===== src/rtl/pps_timebase.sv =====
// PPS discipline: selects one of NCHAN PPS pins, qualifies its edges and keeps a
// flywheel second counter phase-aligned to it, with lock/holdover status.
module pps_timebase #(
  parameter int NCHAN    = 2,
  parameter int SEL_W    = 1,
  parameter int CNT_W    = 28,
  parameter int NOMINAL  = 125000000,
  parameter int TOL      = 1000,
  parameter int LOCK_N   = 3,
  parameter int MISS_N   = 2,
  parameter int HOLD_MAX = 60,
  parameter int PULSE_W  = 8
) (
  input  logic             CLK,
  input  logic             RST_N,
  input  logic [NCHAN-1:0] pps_in,
  input  logic [SEL_W-1:0] sel,
  input  logic [1:0]       mode,
  output logic             pps_tick,
  output logic             pps_out,
  output logic             locked,
  output logic             holdover,
  output logic [CNT_W-1:0] last_period,
  output logic [2:0]       led
);

  typedef enum logic [1:0] {
    ST_FREE,
    ST_ACQUIRE,
    ST_LOCKED,
    ST_HOLDOVER
  } state_t;

  localparam int W1 = CNT_W + 1;

  localparam logic [CNT_W-1:0] PH_LAST     = CNT_W'(NOMINAL - 1);
  localparam logic [CNT_W-1:0] PH_EARLY_LO = CNT_W'(NOMINAL - TOL);
  localparam logic [CNT_W-1:0] PH_EARLY_HI = CNT_W'(NOMINAL - 2);
  localparam logic [CNT_W-1:0] PH_TOL      = CNT_W'(TOL);
  localparam logic [W1-1:0]    IV_LO       = W1'(NOMINAL - TOL);
  localparam logic [W1-1:0]    IV_HI       = W1'(NOMINAL + TOL);
  localparam logic [CNT_W-1:0] LOCK_C      = CNT_W'(LOCK_N);
  localparam logic [CNT_W-1:0] MISS_C      = CNT_W'(MISS_N);
  localparam logic [CNT_W-1:0] HOLD_C      = CNT_W'(HOLD_MAX);
  localparam logic [CNT_W-1:0] PULSE_C     = CNT_W'(PULSE_W);
  localparam logic [CNT_W-1:0] ONE         = CNT_W'(1);
  localparam logic [CNT_W-1:0] IV_MAX      = '1;

  state_t           state;
  logic [NCHAN-1:0] sync1, sync2;
  logic             edge_d;
  logic [SEL_W-1:0] sel_q;
  logic [CNT_W-1:0] ph, iv, good_cnt, miss_cnt, hold_cnt, str_cnt;
  logic             iv_valid, seen;

  logic             sel_bit, e, sel_chg, good, in_win, early, late, wrap;
  logic [W1-1:0]    iv_p1;

  // Out-of-range select values leave sel_bit low, so no edges are seen.
  always_comb begin
    sel_bit = 1'b0;
    for (int i = 0; i < NCHAN; i++) begin
      if (sel == SEL_W'(i)) sel_bit = sync2[i];
    end
  end

  assign e       = sel_bit & ~edge_d;
  assign sel_chg = (sel != sel_q);
  assign iv_p1   = {1'b0, iv} + W1'(1);
  assign good    = e && iv_valid && (iv_p1 >= IV_LO) && (iv_p1 <= IV_HI);
  assign in_win  = (ph >= PH_EARLY_LO) || (ph <= PH_TOL);
  assign early   = (ph >= PH_EARLY_LO) && (ph <= PH_EARLY_HI);
  assign late    = (ph <= PH_TOL);
  assign wrap    = (ph == PH_LAST);

  assign locked   = (state == ST_LOCKED);
  assign holdover = (state == ST_HOLDOVER);
  assign led      = {locked, holdover, pps_out};

  always_ff @(posedge CLK) begin
    if (!RST_N) begin
      state       <= ST_FREE;
      sync1       <= '0;
      sync2       <= '0;
      edge_d      <= 1'b0;
      sel_q       <= sel;
      ph          <= '0;
      iv          <= '0;
      iv_valid    <= 1'b0;
      good_cnt    <= '0;
      miss_cnt    <= '0;
      hold_cnt    <= '0;
      str_cnt     <= '0;
      seen        <= 1'b0;
      pps_tick    <= 1'b0;
      pps_out     <= 1'b0;
      last_period <= '0;
    end else begin
      sync1  <= pps_in;
      sync2  <= sync1;
      edge_d <= sel_bit;
      sel_q  <= sel;

      if (e && !sel_chg) begin
        if (iv_valid) last_period <= (iv == IV_MAX) ? IV_MAX : iv_p1[CNT_W-1:0];
        iv       <= '0;
        iv_valid <= 1'b1;
      end else begin
        if (iv != IV_MAX) iv <= iv + ONE;
        if (sel_chg) iv_valid <= 1'b0;
      end

      ph       <= wrap ? '0 : ph + ONE;
      pps_tick <= wrap;

      if (mode != 2'd1) begin
        state    <= ST_FREE;
        good_cnt <= '0;
      end else if (sel_chg) begin
        state    <= ST_ACQUIRE;
        good_cnt <= '0;
      end else begin
        case (state)
          ST_FREE: begin
            state    <= ST_ACQUIRE;
            good_cnt <= '0;
          end
          ST_ACQUIRE: begin
            if (e) begin
              if (good) begin
                ph       <= '0;
                pps_tick <= 1'b1;
                good_cnt <= good_cnt + ONE;
                if (good_cnt + ONE >= LOCK_C) begin
                  state    <= ST_LOCKED;
                  miss_cnt <= '0;
                  seen     <= 1'b1;
                end
              end else begin
                good_cnt <= '0;
              end
            end
          end
          // Late edges realign silently so a second never carries two ticks.
          ST_LOCKED: begin
            if (e && in_win) begin
              miss_cnt <= '0;
              seen     <= 1'b1;
              if (early) begin
                ph       <= '0;
                pps_tick <= 1'b1;
              end else if (late) begin
                ph <= '0;
              end
            end else begin
              if (e || (ph == PH_TOL && !seen)) begin
                miss_cnt <= miss_cnt + ONE;
                if (miss_cnt + ONE >= MISS_C) begin
                  state    <= ST_HOLDOVER;
                  hold_cnt <= '0;
                  good_cnt <= '0;
                end
              end
              if (ph == PH_TOL) seen <= 1'b0;
            end
          end
          ST_HOLDOVER: begin
            if (wrap) begin
              hold_cnt <= hold_cnt + ONE;
              if (hold_cnt + ONE >= HOLD_C) begin
                state    <= ST_ACQUIRE;
                good_cnt <= '0;
              end
            end
            if (e) begin
              if (good && in_win) begin
                good_cnt <= good_cnt + ONE;
                if (good_cnt + ONE >= LOCK_C) begin
                  state    <= ST_LOCKED;
                  miss_cnt <= '0;
                  seen     <= 1'b1;
                end
              end else begin
                good_cnt <= '0;
              end
            end
          end
          default: state <= ST_FREE;
        endcase
      end

      if (pps_tick) str_cnt <= PULSE_C;
      else if (str_cnt != '0) str_cnt <= str_cnt - ONE;
      pps_out <= (pps_tick || (str_cnt > ONE)) && !mode[1];
    end
  end

endmodule


===== config.mk =====
export PLATFORM = sky130hd
export DESIGN_NAME = pps_timebase
export DESIGN_NICKNAME = d
export VERILOG_FILES = /design/src/rtl/pps_timebase.sv
export SDC_FILE = /design/constraint.sdc
export NUM_CORES = 1
export LEC_CHECK = 0
export BUFFER_PORTS_ARGS = -buffer_cell sky130_fd_sc_hd__buf_2
export CORE_UTILIZATION = 60
export DETAILED_ROUTE_END_ITERATION = 12
export PLACE_DENSITY = 0.77
export SLEW_MARGIN = 25
export SYNTH_ARGS = -nofsm -noshare
export SYNTH_HDL_FRONTEND = slang
export SYNTH_SLANG_ARGS = --single-unit

===== constraint.sdc =====
create_clock -name CLK -period 6.1 [get_ports CLK]
set_input_delay 0.305 -clock CLK [delete_from_list [all_inputs] [get_ports CLK]]
set_output_delay 0.305 -clock CLK [all_outputs]
set_load 0.005 [all_outputs]

* Word level (Yosys, flattened, before mapping) *
Cells that the tools add are included.

storage, ports and cells
  flip-flop bits (word level) = 208
  latch bits = 0
  memory bits (writable) = 0
  memory bits (read-only) = 0
  memories = 0

operators by class
  add/sub/neg operators = 7
  multipliers = 0
  divide/modulo/power cells = 0
  magnitude comparators = 9
  eq/ne operators = 28
  shifts and indexed selects = 0
  muxes and demuxes = 63
  bitwise gates (word level) = 5
  reductions and logical operators = 32

operators by type and width
  kind                                                              count
  two-way mux 28 bit                                                26
  adder 28 x 1 -> 28 bit, second input constant                     5
  one-hot mux 28 bit (2 select lines)                               2
  one-hot mux 28 bit (4 select lines)                               1
  one-hot mux 28 bit (3 select lines)                               1
  >= comparator 28 x 2 -> 1 bit, second input constant              2
  adder 28 x 1 -> 29 bit, second input constant                     1
  >= comparator 29 x 27 -> 1 bit, second input constant             1
  less-or-equal comparator 29 x 27 -> 1 bit, second input constant  1
  == test 28 x 10 -> 1 bit, second input constant                   1
  == test 28 x 27 -> 1 bit, second input constant                   1
  == test 28 bit, second input constant                             1
  >= comparator 28 x 27 -> 1 bit, second input constant             1
  >= comparator 28 x 6 -> 1 bit, second input constant              1
  > comparator 28 x 1 -> 1 bit, second input constant               1
  less-or-equal comparator 28 x 10 -> 1 bit, second input constant  1
  less-or-equal comparator 28 x 27 -> 1 bit, second input constant  1
  != test 28 bit, second input constant                             1
  nonzero test 28 bit                                               1
  subtractor 28 x 1 -> 28 bit, second input constant                1
  two-way mux 2 bit                                                 11
  != test 3 x 1 -> 1 bit, second input constant                     6
  AND reduction 6 bit                                               3
  two-way mux 1 bit                                                 17
  23 further kinds                                                  56

* Longest topological paths before layout *
  depth after elaboration = 10
  mapped depth = 16
  gate-level depth less buffers = 11

* Least setup slack after synthesis *
No wires, ideal clock.

  path kind = reg2reg
  start point = register iv[16]
  end point = register ph[6]
  library setup time = 115 ps
  arrival time = 3500 ps
  data required time = 5985 ps
  setup slack = 2485 ps
  stages on the path, launching flop included = 13
  buffers on the path = 2
  period minus slack after synthesis = 3615 ps
  cells stage by stage = dfxtp_1 clkbuf_1 nand2_1 or4_4 nor3_1 mux2_2 a311oi_2 nor4b_1 o211a_4 nor2_1 o311ai_4 buf_6 nor2_1

on the way
  longest elaborated chain between the ends = 9

ends and longest elaborated chain
  element                                  RTL line  source
  start, declared                          53        logic [CNT_W-1:0] ph, iv, good_cnt, miss_cnt, hold_cnt, str_cnt;
  start signal, assigned                   109       if (iv != IV_MAX) iv <= iv + ONE;
  adder 28 x 1 -> 29 bit (*)               69        assign iv_p1 = {1'b0, iv} + W1'(1);
  >= comparator 29 x 27 -> 1 bit           70        assign good = e && iv_valid && (iv_p1 >= IV_LO) && (iv_p1 <= IV_HI);
  logical AND 1 bit                        70
  logical AND 1 bit (*)                    70
  two-way mux 28 bit (*)                   130       if (good) begin
  two-way mux 28 bit (*)                   129       if (e) begin
  one-hot mux 28 bit (2 select lines) (*)  123       case (state)
  two-way mux 28 bit (*)                   119       end else if (sel_chg) begin
  two-way mux 28 bit (*)                   116       if (mode != 2'd1) begin
  end signal, assigned                     113       ph <= wrap ? '0 : ph + ONE;
  end, declared                            53

Mark *: on every way between the ends. The rest lies on a longest branch, timed or not.
A chain may end at the register's enable or synchronous reset.

* Worst setup path in the final report *
  start point = register iv[0]
  end point = register good_cnt[18]

on the way
  longest elaborated chain between the ends = 8

ends and longest elaborated chain
  element                                  RTL line  source
  adder 28 x 1 -> 29 bit (*)               69
  >= comparator 29 x 27 -> 1 bit           70
  logical AND 1 bit                        70
  logical AND 1 bit (*)                    70
  logical AND 1 bit                        176       if (good && in_win) begin
  two-way mux 28 bit                       176
  two-way mux 28 bit                       175       if (e) begin
  one-hot mux 28 bit (4 select lines) (*)  123
  end signal, assigned                     133       good_cnt <= good_cnt + ONE;
  end signal, assigned                     177       good_cnt <= good_cnt + ONE;
  end, declared                            53

Mark *: on every way between the ends. The rest lies on a longest branch, timed or not. The select of a mux whose other input is x is not followed.

==> impl_metrics.csv <==
group,metric,value,unit
status,status,"finished clean",
placement,post_dp_cell_area,13000,µm²
worst_setup_path,critPathArrivalTime,5.34,ns
timing,finalCritPeriodShare,80.9,%
placement,port_buffers,41,
clock_network,clk_pin_slew,0.06,ns
timing,setup_viol,0,
worst_setup_path,worst_setup_path_end_kind,"flip-flop",
timing,layout_min_cycle_time,4.94,ns
clock_network,h-tree-depth,1,
clock_network,numCtsBuffers,23,
clock_network,clockBufferDepth,3,
final_layout,fin_cells,1942,
logic_synthesis,synth_seq_area_share,32.4,%
logic_synthesis,post-synth-top-count-cell,"nor2_1",
route,drcViolationCount,0,
global_route,overflow,0,
worst_setup_path,cp_max_fo,18,
global_route,antenna_found_initial,0,
timing,maxSlewViolCount,0,
power,p_leak,4.69,nW
worst_setup_path,required,6.50,ns
floorplan,dieArea,22000,µm²
logic_synthesis,yosys-top-cells-area,"dfxtp_1 32%, nor2_1 6.5%, nand2_1 4.7%",
logic_synthesis,syn_area,12900,µm²
worst_hold_path,hp-class,"in2reg",
global_route,grt_use_total,28.8,%
clock_network,cts_tree,"done",
logic_synthesis,synth_seq_cells,208,
route,wl_per_cell,16.5,µm
clock_network,insertion_delay,0.51,ns
logic_synthesis,synth_cell_types,81,
route,via_per_inst,6.36,
route,num_vias,12400,
route,antenna_left,0,
floorplan,row_count,53,
logic_synthesis,synthFlopType,"dfxtp_1",
global_route,grt_pass1_vias,11100,
floorplan,start_util,61.2,%
worst_setup_path,path_class,"reg2reg",
logic_synthesis,synth-async-reset-ratio,0,%
route,dr.pass1.iters,5,
power,ir_drop,0.000205,V
timing,tightest_slew,0.992,ns
final_layout,antenna_cells,0,
logic_synthesis,synth-edff-count,0,
timing,rsz0062_at_grt,"no",
logic_synthesis,synth_commonest_cells,"222 x nor2_1, 208 x dfxtp_1, 160 x nand2_1, 87 x clkbuf_1, 83 x a21oi_1",
global_route,grt_max_degree,58,
logic_synthesis,syn-num-nets,1715,
floorplan,io_pins,42,
clock_network,cts_root_buf,"clkbuf_16",
timing,setup_tns,0,ns
floorplan,die_w,148,µm
flow_run,cap_viol_max_count,0,
final_layout,drive_gt1_share,8.64,%
timing,finalClockSkew,0.00635,ns
placement,hpwl,21.8,mm
clock_network,clock-sinks,208,
power,powerDensity,249,nW/µm²
final_layout,final_core_utilization,65.7,%
timing,clock.fmax,203,MHz
power,total_power,0.00344,W
final_layout,post-route-cell-area,13800,µm²
worst_setup_path,start_kind,"flip-flop",
logic_synthesis,avgSynthCellArea,7.60,µm²
logic_synthesis,synth_area_leader_cell,"dfxtp_1",
placement,place_inst,1899,
timing,max-slew-margin-rel,33.9,%
floorplan,core,21000,µm²
final_layout,layout.nets,1673,
route,wl,32.0,mm
placement,gp_congestion,0.937,
final_layout,syn_to_final_growth,7.39,%
route,drt-initial-drc-count,1000,
logic_synthesis,synth_cells,1694,
floorplan,die_y,148,µm
logic_synthesis,synth_top_area_share,32.4,%
global_route,grt_pass1_wl,53.6,mm
logic_synthesis,ys_warn_count,0,
timing,hold_viol,0,
-- sequential cells by signal, indices dropped and copies added, names as in the netlist --
name,count
good_cnt,28
hold_cnt,28
iv,28
last_period,28
miss_cnt,28
ph,28
str_cnt,28
state,2
sync1,2
sync2,2
edge_d,1
iv_valid,1
pps_out,1
pps_tick,1
seen,1
sel_q,1
-- stage by stage --
step	hold slack, ns	worst slack, ns
CTS	0.0109	1.32
detailed placement	0.441	1.35
floorplan	0.333	2.49
finish	0.0212	1.16
global placement	0.431	1.52
global route	0.0262	0.897
-- final timing paths --
path / startpoint / to / slack [ns] / cells after the start
worst min-delay path: pps_in[0] / sync1[0]$_SDFF_PN0_ / 0.02 / 2
worst max-delay path: iv[0]$_SDFFE_PP0N_ / good_cnt[18]$_SDFFE_PP0P_ / 1.16 / 11
worst max register to register: iv[0]$_SDFFE_PP0N_ / good_cnt[18]$_SDFFE_PP0P_ / 1.16 / 11
worst min register to register: sync1[0]$_SDFF_PN0_ / sync2[0]$_SDFF_PN0_ / 0.45 / 1
-- layer usage --
layer	track usage, %	share of wire [%]	vias to the layer above	routed length [µm]
li1	-	-	6089	-
met5	0	0	-	0
met1	39.7	46	5808	14800
met4	8.97	2.2	0	700
met3	3.59	5.5	58	1770
met2	46.8	46	396	14700
-- worst max-delay path, cell delays in order, from the launching register on --
cell,delay (ns)
dfxtp_1,0.48
ha_1,0.55
nand3_1,0.35
nor2_1,0.39
a41oi_1,0.20
nand3b_1,0.19
or4_1,0.48
nor2_1,0.26
and2_1,0.26
and3_1,0.61
nand2b_1,0.59
o41ai_1,0.47
-- report_power, final --
part	switching (W)	leakage (nW)	internal, W
clock network	0.000560	0.390	0.000857
logic	0.000300	2.62	0.000214
registers	0.0000727	1.68	0.00144
total	0.000932	4.69	0.00251
-- layout make-up --
type,count,area [µm²]
clock inverter,10,106
sequential,208,4160
inverter,35,131
fill,1863,7200
tap,275,344
clock buffer,30,672
timing repair buffer,56,330
multi-input combinational,1328,8070
-- layout by cell type (no fill, tap or decap), types with 12 or more instances in the layout --
cell type,count
and4_1,15
nor2_1,222
clkbuf_16,23
nand3b_1,15
nand2b_1,16
a21oi_1,83
dfxtp_1,208
nor4_1,35
nor3b_1,24
a31oi_1,28
nor3_1,53
a211oi_1,35
o22ai_1,18
inv_1,33
xor2_1,38
o21ai_0,44
buf_2,41
nand2_1,160
nand4_1,49
nand3_1,82
o211ai_1,12
a31o_2,15
and2_1,22
or4_1,17
o21a_1,24
and3_1,38
a21boi_0,20
ha_1,14
xnor2_1,62
or3_1,34
-- what timing repair did --
action / CTS / global route
gates resized for setup: 0 / 0
hold endpoints to repair: 2 / 0
buffers inserted: 0 / 0
hold buffers: 2 / 0
setup endpoints to repair: 0 / 0
-- cell families after synthesis --
group	after synthesis	share of synthesized area [%]
AO/OA/AOI/OAI	371	20.2
AND/OR/NAND/NOR	828	33.0
flip-flops	208	32.4
buffers and inverters	158	5.09
multiplexers	15	1.21
adder cells (fa/ha/maj)	14	1.36
XOR/XNOR	100	6.81
(Power assumes the default switching activity.)
